===== config.mk =====
export PLATFORM = sky130hd
export DESIGN_NAME = uart_tx_fifo
export DESIGN_NICKNAME = d
export VERILOG_FILES = /design/src/rtl/serial_pkg.sv /design/src/rtl/sync_fifo.sv /design/src/rtl/uart_tx_fifo.sv
export SDC_FILE = /design/constraint.sdc
export NUM_CORES = 1
export LEC_CHECK = 0
export ABC_AREA = 0
export ABC_CLOCK_PERIOD_IN_PS = 5000
export BUFFER_PORTS_ARGS = -buffer_cell sky130_fd_sc_hd__buf_2
export CELL_PAD_IN_SITES_DETAIL_PLACEMENT = 1
export CELL_PAD_IN_SITES_GLOBAL_PLACEMENT = 1
export CORE_AREA = 2 2 125 127
export CTS_CLUSTER_SIZE = 24
export DETAILED_ROUTE_END_ITERATION = 10
export DIE_AREA = 0 0 127 129
export PLACE_DENSITY_LB_ADDON = 0.2
export SYNTH_ARGS = -nofsm -noshare
export SYNTH_HDL_FRONTEND = slang
export SYNTH_HIERARCHICAL = 1
export SYNTH_SLANG_ARGS = --single-unit

===== constraint.sdc =====
create_clock -name clk -period 5 [get_ports clk]
set_input_delay 1 -clock clk [delete_from_list [all_inputs] [get_ports clk]]
set_output_delay 1 -clock clk [all_outputs]
set_load 0.01 [all_outputs]

===== src/rtl/serial_pkg.sv =====
// Shared definitions for the buffered serial transmitter: parity encodings,
// transmitter state enum and a frame-length helper.
package serial_pkg;

  localparam logic [1:0] PAR_NONE = 2'b00;
  localparam logic [1:0] PAR_EVEN = 2'b01;
  localparam logic [1:0] PAR_ODD  = 2'b10;

  typedef enum logic [2:0] {
    IDLE   = 3'd0,
    START  = 3'd1,
    DATA   = 3'd2,
    PARITY = 3'd3,
    STOP   = 3'd4
  } tx_state_t;

  function automatic logic par_enabled(input logic [1:0] parity);
    return (parity == PAR_EVEN) || (parity == PAR_ODD);
  endfunction

  // Clocks per frame; a divider of 0 behaves as 1.
  function automatic int unsigned frame_len(input int unsigned data_bits,
                                            input logic [1:0]  parity,
                                            input logic        stop2,
                                            input int unsigned div);
    int unsigned d;
    int unsigned p;
    int unsigned s;
    d = (div == 0) ? 1 : div;
    p = par_enabled(parity) ? 1 : 0;
    s = stop2 ? 2 : 1;
    return (1 + data_bits + p + s) * d;
  endfunction

endpackage


===== src/rtl/sync_fifo.sv =====
// Single-clock FIFO with occupancy count, full/empty flags and a one-cycle
// overflow pulse for writes dropped while full.
module sync_fifo #(
  parameter int WIDTH = 8,
  parameter int DEPTH = 8
) (
  input  logic                   clk,
  input  logic                   rst,
  input  logic [WIDTH-1:0]       wr_data,
  input  logic                   wr_en,
  input  logic                   rd_en,
  output logic [WIDTH-1:0]       rd_data,
  output logic [$clog2(DEPTH):0] count,
  output logic                   full,
  output logic                   empty,
  output logic                   overflow
);

  localparam int PTR_W = $clog2(DEPTH);
  localparam int CNT_W = PTR_W + 1;

  logic [WIDTH-1:0] mem [DEPTH];
  logic [PTR_W-1:0] wr_ptr_reg;
  logic [PTR_W-1:0] rd_ptr_reg;
  logic [CNT_W-1:0] count_reg;
  logic [CNT_W-1:0] count_next;
  logic             full_reg;
  logic             empty_reg;
  logic             overflow_reg;
  logic             do_wr;
  logic             do_rd;

  // Full/empty come from the registered count, so a write at a full FIFO is
  // dropped even when a pop happens on the same edge.
  assign do_wr = wr_en && !full_reg;
  assign do_rd = rd_en && !empty_reg;

  always_comb begin
    count_next = count_reg;
    if (do_wr && !do_rd) begin
      count_next = count_reg + CNT_W'(1);
    end else if (!do_wr && do_rd) begin
      count_next = count_reg - CNT_W'(1);
    end
  end

  always_ff @(posedge clk) begin
    if (rst) begin
      wr_ptr_reg   <= '0;
      rd_ptr_reg   <= '0;
      count_reg    <= '0;
      full_reg     <= 1'b0;
      empty_reg    <= 1'b1;
      overflow_reg <= 1'b0;
    end else begin
      if (do_wr) begin
        wr_ptr_reg <= wr_ptr_reg + PTR_W'(1);
      end
      if (do_rd) begin
        rd_ptr_reg <= rd_ptr_reg + PTR_W'(1);
      end
      count_reg    <= count_next;
      full_reg     <= (count_next == CNT_W'(DEPTH));
      empty_reg    <= (count_next == '0);
      overflow_reg <= wr_en && full_reg;
    end
  end

  always_ff @(posedge clk) begin
    if (do_wr) begin
      mem[wr_ptr_reg] <= wr_data;
    end
  end

  // Head is read combinationally so a word written on one edge can be
  // popped on the very next edge.
  assign rd_data  = mem[rd_ptr_reg];
  assign count    = count_reg;
  assign full     = full_reg;
  assign empty    = empty_reg;
  assign overflow = overflow_reg;

endmodule


===== src/rtl/uart_tx_fifo.sv =====
// Buffered asynchronous serial transmitter: FIFO-fed frame FSM producing
// start bit, LSB-first data, optional parity and one or two stop bits.
module uart_tx_fifo
  import serial_pkg::*;
#(
  parameter int DATA_BITS  = 8,
  parameter int FIFO_DEPTH = 8,
  parameter int DIV_W      = 16
) (
  input  logic                          clk,
  input  logic                          rst,
  input  logic [DATA_BITS-1:0]          wr_data,
  input  logic                          wr_en,
  input  logic [DIV_W-1:0]              cfg_div,
  input  logic [1:0]                    cfg_parity,
  input  logic                          cfg_stop2,
  output logic                          tx_serial,
  output logic                          tx_busy,
  output logic                          fifo_full,
  output logic                          fifo_empty,
  output logic [$clog2(FIFO_DEPTH):0]   fifo_count,
  output logic                          overflow
);

  localparam int IDX_W = $clog2(DATA_BITS);

  tx_state_t            state_reg;
  logic [DATA_BITS-1:0] shift_reg;
  logic [DATA_BITS-1:0] head;
  logic [DIV_W-1:0]     div_m1_reg;
  logic [DIV_W-1:0]     div_m1_in;
  logic [DIV_W-1:0]     cnt_reg;
  logic [IDX_W-1:0]     bit_idx_reg;
  logic                 par_en_reg;
  logic                 par_bit_reg;
  logic                 stop2_reg;
  logic                 stop_idx_reg;
  logic                 tx_reg;
  logic                 busy_reg;
  logic                 bit_end;
  logic                 last_stop;
  logic                 pop;

  sync_fifo #(
    .WIDTH (DATA_BITS),
    .DEPTH (FIFO_DEPTH)
  ) u_fifo (
    .clk      (clk),
    .rst      (rst),
    .wr_data  (wr_data),
    .wr_en    (wr_en),
    .rd_en    (pop),
    .rd_data  (head),
    .count    (fifo_count),
    .full     (fifo_full),
    .empty    (fifo_empty),
    .overflow (overflow)
  );

  assign div_m1_in = (cfg_div == '0) ? '0 : cfg_div - DIV_W'(1);
  assign bit_end   = (cnt_reg == div_m1_reg);
  assign last_stop = !stop2_reg || stop_idx_reg;

  // Popping on the final stop clock starts the next frame with no idle gap.
  assign pop = !fifo_empty &&
               ((state_reg == IDLE) || (state_reg == STOP && bit_end && last_stop));

  always_ff @(posedge clk) begin
    if (rst) begin
      state_reg    <= IDLE;
      shift_reg    <= '0;
      div_m1_reg   <= '0;
      cnt_reg      <= '0;
      bit_idx_reg  <= '0;
      par_en_reg   <= 1'b0;
      par_bit_reg  <= 1'b0;
      stop2_reg    <= 1'b0;
      stop_idx_reg <= 1'b0;
      tx_reg       <= 1'b1;
      busy_reg     <= 1'b0;
    end else begin
      cnt_reg <= bit_end ? '0 : cnt_reg + DIV_W'(1);
      case (state_reg)
        IDLE: begin
          tx_reg   <= 1'b1;
          busy_reg <= 1'b0;
          cnt_reg  <= '0;
        end
        START: begin
          if (bit_end) begin
            state_reg   <= DATA;
            bit_idx_reg <= '0;
            tx_reg      <= shift_reg[0];
          end
        end
        DATA: begin
          if (bit_end) begin
            if (bit_idx_reg == IDX_W'(DATA_BITS - 1)) begin
              if (par_en_reg) begin
                state_reg <= PARITY;
                tx_reg    <= par_bit_reg;
              end else begin
                state_reg    <= STOP;
                tx_reg       <= 1'b1;
                stop_idx_reg <= 1'b0;
              end
            end else begin
              bit_idx_reg <= bit_idx_reg + IDX_W'(1);
              shift_reg   <= shift_reg >> 1;
              tx_reg      <= shift_reg[1];
            end
          end
        end
        PARITY: begin
          if (bit_end) begin
            state_reg    <= STOP;
            tx_reg       <= 1'b1;
            stop_idx_reg <= 1'b0;
          end
        end
        STOP: begin
          if (bit_end) begin
            if (last_stop) begin
              state_reg <= IDLE;
              tx_reg    <= 1'b1;
              busy_reg  <= 1'b0;
            end else begin
              stop_idx_reg <= 1'b1;
            end
          end
        end
        default: begin
          state_reg <= IDLE;
          tx_reg    <= 1'b1;
          busy_reg  <= 1'b0;
        end
      endcase

      // Loading a new frame overrides whatever the state branch scheduled;
      // configuration is captured here and held for the whole frame.
      if (pop) begin
        state_reg   <= START;
        shift_reg   <= head;
        div_m1_reg  <= div_m1_in;
        par_en_reg  <= par_enabled(cfg_parity);
        par_bit_reg <= (^head) ^ (cfg_parity == PAR_ODD);
        stop2_reg   <= cfg_stop2;
        tx_reg      <= 1'b0;
        busy_reg    <= 1'b1;
        cnt_reg     <= '0;
      end
    end
  end

  assign tx_serial = tx_reg;
  assign tx_busy   = busy_reg;

endmodule


==> run_results.csv <==
group,metric,value,unit
worst_setup_path,r2r_start,"cnt_reg[10]$_SDFF_PP0_",
place,place_congestion,0.805,
synth,syn_area_per_cell,11.8,µm²
clock_network,cts_setup_buffers,0,
synth,synth_edf_count,64,
floorplan,core_area,0.0150,mm²
clock_network,cts_buffer_depth,2,
final_layout,multiInputGateArea,0.00246,mm²
power_and_ir_drop,switching_share,33.4,%
global_route,overflow,0,
route,wl_per_cell,17.6,µm
timing,finalCritPeriodShare,64.5,%
worst_setup_path,reg2regPathDepth,10,
synth,netlist_area,0.00590,mm²
floorplan,std_cell_rows,45,
floorplan,die_area,0.0164,mm²
outcome,outcome,"complete, no violations",
global_route,grt_use_total,17.1,%
global_route,grt_pass1_wl,21400,µm
final_layout,layout-drive-gt1-share,16.2,%
route,ant_nets,0,
route,viasPerCell,5.28,
synth,syn_nets,539,
route,num_vias,3902,
final_layout,final_area,0.00678,mm²
place,dpl_cell_area,0.00623,mm²
clock_network,cts_tree,"yes",
route,drcViolationCount,0,
power_and_ir_drop,power_frac_comb,26.0,%
power_and_ir_drop,internal-power,0.00231,W
timing,setup_violations,0,
power_and_ir_drop,p_switching,0.00116,W
synth,async_flop_share,0,%
global_route,grt_max_degree,52,
worst_setup_path,arrival,3.55,ns
synth,synthTopCellsByArea,"edfxtp_1 (33%), dfxtp_1 (23%), mux4_1 (7.1%)",
clock_network,hold_buffers,0,
timing,finClkSkew,0.0105,ns
floorplan,die_h,129,µm
timing,rsz0062_at_grt,"false",
timing,finalSetupTns,0,ns
synth,yosysWarnings,6,
clock_network,clkTransAtPathRegs,0.06,ns
final_layout,largest_reg_flops,64,
clock_network,numCtsBuffers,17,
timing,setup_slack,1.78,ns
power_and_ir_drop,p_leak,2.35,nW
place,dp_worst_setup_slack,1.72,ns
place,dp_hpwl,8840,µm
timing,finalCriticalPeriod,3.22,ns
clock_network,htreeDepth,4,
worst_setup_path,r2r-end,"u_fifo/full$_SDFF_PP0_",
flow_run,maxCapViolCount,0,
synth,yosys.cell_types.count,54,
worst_setup_path,path_class,"reg2reg",
final_layout,seqCellArea,0.00328,mm²
place,port_buffers,38,
route,drt_wl_total,13000,µm
hold_path,hold_path.class,"reg2reg",
clock_network,clk_latency,0.41,ns
worst_setup_path,reg2reg_setup_slack,1.78,ns
timing,slew_headroom,36.5,%
floorplan,initial_core_util,39.4,%
final_layout,finish.utilization,45.3,%
global_route,antenna_found_initial,0,
final_layout,areaGrowthSynthToFinish,15.0,%
synth,ys_seq_area_share,55.7,%
power_and_ir_drop,ir_drop,0.000287,V
worst_setup_path,critPathLaunchType,"flip-flop",
worst_setup_path,worst-path-max-fanout,28,
final_layout,nets,577,
hold_path,holdPathStages,2,
final_layout,diodes,0,
power_and_ir_drop,power.density,512,mW/mm²
synth,yosysTopAreaCell,"edfxtp_1",
synth,synth_ff_type,"dfxtp_1",
clock_network,cts-resized-gates,0,
route,drt_iter0_drc,205,
power_and_ir_drop,p_clk_share,33.1,%
clock_network,cts.sinks,132,
timing,maxClockFrequency,0.310,GHz
power_and_ir_drop,pwr-share-seq,40.9,%
hold_path,hold_path_end,"par_bit_reg$_SDFFE_PP0N_",
worst_setup_path,critPathRequiredTime,5.33,ns
synth,ys_ff_latch,132,
global_route,grt_pass1_vias,4127,
clock_network,clockRootBuffer,"clkbuf_16",
timing,tightest_slew,0.951,ns
floorplan,die_w,127,µm
floorplan,io_pins,39,
route,dr.pass1.iters,4,
hold_path,min_from,"par_bit_reg$_SDFFE_PP0N_",
timing,hold_viol_final,0,
final_layout,fillCellCount,1614,
worst_setup_path,end_kind,"flip-flop",
synth,synthCells,500,
synth,synth_top_area_share,32.6,%
timing,finalMaxSlewViolations,0,
[layout by cell type (no fill, tap or decap), types with 10 or more instances in the layout]
master     instances
dfxtp_1           68
a211oi_1          10
nand3_1           20
mux4_1            16
a21oi_1           25
nor2_1            60
nand2_1           41
buf_2             38
nand4_1           11
xor2_1            22
clkbuf_16         17
edfxtp_1          64
nand2b_1          10
xnor2_1           34
[worst max-delay path by stage]
stage                                      start                       to  cells past startpoint
after floorplan           cnt_reg[10]$_SDFF_PP0_   u_fifo/full$_SDFF_PP0_                     11
after global placement    cnt_reg[10]$_SDFF_PP0_   u_fifo/full$_SDFF_PP0_                     10
after detailed placement   cnt_reg[2]$_SDFF_PP0_   u_fifo/full$_SDFF_PP0_                     10
after CTS                 cnt_reg[10]$_SDFF_PP0_   u_fifo/full$_SDFF_PP0_                     10
after global routing       cnt_reg[2]$_SDFF_PP0_  u_fifo/empty$_SDFF_PP1_                     10
final                     cnt_reg[10]$_SDFF_PP0_   u_fifo/full$_SDFF_PP0_                     10
[routing by layer]
metal	wire length [µm]	track usage [%]	up-vias	part of all wire [%]
met5	0	0	-	0
met4	174	6.72	0	1.3
met3	449	3.83	14	3.4
met2	6780	30.6	71	52
met1	5640	20.0	1917	43
li1	-	-	1900	-
[area by class of cell]
cell class | instances | share of cell area [%]
Sequential cell | 132 | 48.4
Multi-Input combinational cell | 336 | 36.3
Inverter | 9 | 0.498
Clock buffer | 18 | 6.33
Clock inverter | 14 | 1.75
Tap cell | 188 | 3.47
Timing Repair Buffer | 42 | 3.25
[synthesized netlist by cell type (2+ instances only)]
cell and count:
a31oi_1 4, mux2i_1 7, and3_1 2, a22oi_1 4
and3b_1 2, clkbuf_1 14, nor2_1 60, a22o_1 2
xnor2_1 34, buf_2 3, edfxtp_1 64, nand3b_1 6
nand3_1 20, xor2_1 22, nor3_1 7, nor4_1 4
a21oi_1 25, ha_1 9, inv_1 8, mux4_1 16
a211oi_1 10, a311oi_1 2, o22ai_1 2, dfxtp_1 68
nor2b_1 3, nand2_1 41, nand2b_1 10, mux2_2 8
nand4_1 11, o21ai_0 7, buf_6 2
[power by group through the flow]
stage,clock (W),combinational (W),sequential (W)
2_1_floorplan,0,0.000732,0.00138
3_3_place_gp,0,0.000890,0.00144
3_5_place_dp,0,0.000907,0.00145
4_1_cts,0.00118,0.000917,0.00143
5_1_grt,0.00122,0.00101,0.00145
6_report,0.00115,0.000903,0.00142
[logic make-up after synthesis]
group / count (synthesis) / share of synthesized area (%)
AND/OR/NAND/NOR: 177 / 14.9
AO/OA/AOI/OAI: 63 / 6.70
adder cells (fa/ha/maj): 9 / 1.91
XOR/XNOR: 56 / 8.31
multiplexers: 31 / 9.84
buffers and inverters: 32 / 2.71
flip-flops: 132 / 55.7
[worst max-delay path: stages (launching register included)]
cell and delay, ns:
dfxtp_1 0.41, xnor2_1 0.14, nand4_1 0.16, nor4_4 0.74
a31oi_2 0.19, inv_2 0.40, and2b_1 0.31, nor2_1 0.11
a22o_1 0.28, xor2_1 0.16, nor4b_2 0.24
[metrics by stage]
| stage | hold slack [ns] | instances | total power (W) |
|---|---|---|---|
| floorplan | 0.427 | 500 | 0.00212 |
| global placement | 0.436 | 707 | 0.00233 |
| CTS | 0.454 | 739 | 0.00352 |
| global route | 0.488 | 739 | 0.00368 |
| detailed placement | 0.446 | 707 | 0.00235 |
| finish | 0.451 | 739 | 0.00347 |
Power figures use the tool's default switching activity.
